--- src/rtl/adder_pipe.sv ---
// adder_pipe: elastic pipelined WIDTH-bit adder, {c_out,sum} = a + b + c_in after STAGES register stages
//   Parameters: WIDTH (1..32) operand width, STAGES (1..4) register stages
//   Ports: clk, rst (async active-low), valid_in/ready_in/a/b/c_in (input handshake),
//          valid_out/ready_out/sum/c_out (output handshake), ovf (signed overflow)
//   Optional feature: define ADDER_PIPE_OVF_EN to add the ovf port and its pipeline bit
module adder_pipe #(
  parameter int WIDTH  = 8,
  parameter int STAGES = 2
) (
  input  logic             clk,
  input  logic             rst,
  input  logic             valid_in,
  output logic             ready_in,
  input  logic [WIDTH-1:0] a,
  input  logic [WIDTH-1:0] b,
  input  logic             c_in,
  output logic             valid_out,
  input  logic             ready_out,
  output logic [WIDTH-1:0] sum,
  output logic             c_out
`ifdef ADDER_PIPE_OVF_EN
  ,
  output logic             ovf
`endif
);
`ifdef ADDER_PIPE_OVF_EN
  localparam int DW = WIDTH + 2;
`else
  localparam int DW = WIDTH + 1;
`endif
  logic [WIDTH:0]    total;
  logic [DW-1:0]     din;
  logic [DW-1:0]     data [STAGES];
  logic [DW-1:0]     dp [STAGES];
  logic [STAGES-1:0] v;
  logic [STAGES-1:0] vp;
  logic [STAGES-1:0] adv;
  logic              full;
  assign total = {1'b0, a} + {1'b0, b} + {{WIDTH{1'b0}}, c_in};
`ifdef ADDER_PIPE_OVF_EN
  assign din = {(a[WIDTH-1] == b[WIDTH-1]) && (total[WIDTH-1] != a[WIDTH-1]), total};
  assign {ovf, c_out, sum} = data[STAGES-1];
`else
  assign din = total;
  assign {c_out, sum} = data[STAGES-1];
`endif
  assign valid_out = v[STAGES-1];
  assign ready_in  = adv[0];
  // A stage may advance whenever any stage at or after it is empty, or the sink takes the output.
  always_comb begin
    full = 1'b1;
    adv  = '0;
    for (int k = STAGES - 1; k >= 0; k--) begin
      full   = full & v[k];
      adv[k] = ready_out | ~full;
    end
  end
  always_comb begin
    vp    = '0;
    dp    = '{default: '0};
    vp[0] = valid_in;
    dp[0] = din;
    for (int k = 1; k < STAGES; k++) begin
      vp[k] = v[k-1];
      dp[k] = data[k-1];
    end
  end
  always_ff @(posedge clk or negedge rst) begin
    if (!rst) begin
      v    <= '0;
      data <= '{default: '0};
    end else begin
      for (int k = 0; k < STAGES; k++) begin
        if (adv[k]) begin
          v[k]    <= vp[k];
          data[k] <= dp[k];
        end
      end
    end
  end
endmodule

--- config.mk ---
export PLATFORM = sky130hd
export DESIGN_NAME = adder_pipe
export DESIGN_NICKNAME = d
export VERILOG_FILES = /design/src/rtl/adder_pipe.sv
export SDC_FILE = /design/constraint.sdc
export NUM_CORES = 1
export LEC_CHECK = 0
export ABC_AREA = 1
export CAP_MARGIN = 0
export CORE_UTILIZATION = 50
export CTS_CLUSTER_DIAMETER = 80
export DETAILED_ROUTE_END_ITERATION = 16
export PLACE_DENSITY = 0.82
export SKIP_CTS_REPAIR_TIMING = 1
export SLEW_MARGIN = 5
export SYNTH_ARGS = -nofsm -noshare
export SYNTH_HDL_FRONTEND = slang
export SYNTH_SLANG_ARGS = --single-unit
--- constraint.sdc ---
create_clock -name clk -period 1.85 [get_ports clk]
set_clock_uncertainty 0.15 [all_clocks]
set_input_delay 0.185 -clock clk [delete_from_list [all_inputs] [get_ports clk]]
set_output_delay 0.185 -clock clk [all_outputs]
set_load 0.01 [all_outputs]
==> reports/metrics.yaml, run 1 <==
finalHoldViolCount: 0
vias_per_cell: 4.84
wl_per_cell_um: 10.3
multi_input_area_um2: 564
critPathTopFamily: "adder cells"
finalPower_w: 0.00131
hold_class: "input pin to asynchronous set/reset pin"
drv_slew: 0
die_x_um: 50.7
cts.sinks: 20
yosysWarnings: 0
design.core.area_mm2: 0.00223
final_common_cell: "nand2_1"
drt_iter0_drc: 18
antenna_found_initial: 0
nets: 205
worst-endpoint-arrival_ns: 1.84
drt-pass1-iter-count: 4
grtUsageMet1_pct: 20.7
max-cap-violations: 0
powerDensity_mw_per_mm2: 836
cts_inserted_buffers: 3
drc: 0
die_y_um: 50.7
grt_max_degree: 21
reg2reg_slack_ns: 0.48
initial_utilization_pct: 53.1
rsz0062_at_grt: "false"
drive_above_1_share_pct: 14.9
crit_path_max_fanout: 2
setup_tns_ns: 0
area_delta_synth_final_pct: 32.4
syn_inst: 143
critPathKind: "input pin to register"
vias: 978
clk_latency_ns: 0.30
drt-total-wl_um: 2080
grt_pass1_wl_um: 3700
io_pins: 32
critPathLaunchType: "input pin"
peakVddDrop_uv: 691
top_usage_layer: "met2"
met2_usage_pct: 37.6
cts_tree: "yes"
critPathMostFrequentCell: "nand2_2"
ant_nets: 0
clk_pin_slew_ns: 0.11
grt_usage_pct: 19.8
yosysUniqueCellTypes: 24
finalCritPeriodShare_pct: 97.0
grt_util_met3_pct: 0.909
crit_buf_inv: 1
synth_area_leaders: "dfrtp_1 42%, nand2_1 15%, ha_1 7.4%"
clk_root_buffer_cell: "clkbuf_4"
rows: 17
die_area_mm2: 0.00257
timing.final.crit_period_ns: 1.79
required_ns: 1.90
worst_slew_pin_slew_ns: 0.235
syn-num-nets: 173
async_flop_share_pct: 100
n_antenna_cell: 0
gp_congestion: 0.732
slowest_delay_ns: 0.43
fillers: 183
slew_headroom_pct: 84.3
fin_util_pct: 70.3
grt_pass1_vias: 946
avgSynthCellArea_um2: 8.29
place_hpwl_um: 1680
yosysTopAreaCell: "dfrtp_1"
synth_ff_type: "dfrtp_1"
yosysTopAreaCellShare_pct: 42.2
fmax_mhz: 557
worstSetupEndpointType: "register"
crit_slowest_cell: "clkdlybuf4s50_1"
synth_edf_count: 0
reg2reg_depth: 7
ys_ff_latch: 20
p_leak_nw: 0.794
outcome: "finished, final reports clean"
io_buffers: 31
gr-total-overflow: 0
h-tree-depth: 1
mostFrequentLayoutCells: "45 x nand2_1, 29 x clkdlybuf4s50_1, 20 x dfrtp_1"
finalSetupViolCount: 0
crit_path_start: "a[0]"
r2r-start: "v[1]"
synth_area_mm2: 0.00118
clock_path_buffers: 2
ys_seq_area_share_pct: 42.2
r2r_end: "data[12]"
seq_area_um2: 500
cp_cell_sequence: "clkdlybuf4s50_1, fa_2, fa_2, nand2_2, nand2_2, nand2_2, o21ai_1, a21oi_1, nor2_1"
synth_stat cells, types with 2 or more instances:
cell	n
nand2_1	48
nand3_1	7
nand3b_1	2
or2_1	3
buf_4	8
inv_1	13
or2_2	2
ha_1	7
o21ai_2	3
a21oi_2	2
fa_1	2
a21oi_1	3
o21ai_1	2
dfrtp_1	20
o21ai_0	4
nor2_1	9
metal layers:
layer  share of wire, %  vias up
met5                  0        -
met4                2.7        0
met1                 40      438
met3                4.3        5
met2                 53       31
li1                   -      504
per-stage QoR:
| step | setup WS, ns | std cells | hold slack, ns | instance area [um2] |
|---|---|---|---|---|
| 2_1_floorplan | 0.153 | 143 | -0.261 | 1180 |
| 3_3_place_gp | -0.337 | 197 | 0.309 | 1490 |
| 3_5_place_dp | -0.426 | 197 | 0.313 | 1490 |
| 4_1_cts | -0.105 | 201 | 0.0655 | 1540 |
| 5_1_grt | 0.00743 | 202 | 0.0452 | 1570 |
| 6_report | 0.0559 | 202 | 0.0607 | 1570 |
power by group:
group / switching [W] / internal [W]
clock network: 0.000129 / 0.000219
registers: 0.0000402 / 0.000518
logic: 0.000193 / 0.000211
flip-flops by register name, indices dropped and copies added (netlist names):
name / cells
c_out: 1
v: 2
data: 9
sum: 8
logic make-up after synthesis:
logic type	share of synthesized area, %
adder cells (fa/ha/maj)	10.8
flip-flops	42.2
buffers and inverters	11.2
AND/OR/NAND/NOR	27.7
AO/OA/AOI/OAI	8.13
layout make-up:
cell class                      instances  share of cell area (%)
Tap cell                               28                    2.23
Sequential cell                        20                    31.9
Inverter                               15                    3.59
Clock inverter                          1                    1.91
Multi-Input combinational cell         98                    36.0
Clock buffer                            3                    1.44
Timing Repair Buffer                   37                    23.0
how the worst max path moves through the flow:
| stage | endpoint | slack, ns | cells past startpoint |
|---|---|---|---|
| 5_1_grt | data[13] | 0.007 | 9 |
| 4_1_cts | data[13] | -0.10 | 9 |
| 3_3_place_gp | data[13] | -0.34 | 9 |
| 6_report | data[13] | 0.06 | 9 |
| 3_5_place_dp | data[13] | -0.43 | 9 |
| 2_1_floorplan | data[13] | 0.15 | 8 |
Note: power is estimated with default switching activity, not from simulation.
==> run 2: changes to the inputs <==
--- a/config.mk
+++ b/config.mk
@@ -10,6 +10,7 @@
 export CORE_UTILIZATION = 50
 export CTS_CLUSTER_DIAMETER = 80
 export DETAILED_ROUTE_END_ITERATION = 16
+export GPL_ROUTABILITY_DRIVEN = 1
 export PLACE_DENSITY = 0.82
 export SKIP_CTS_REPAIR_TIMING = 1
 export SLEW_MARGIN = 5
==> results of run 2 <==
Same layout as run 1: the final DEF is identical, and so are final timing and power.
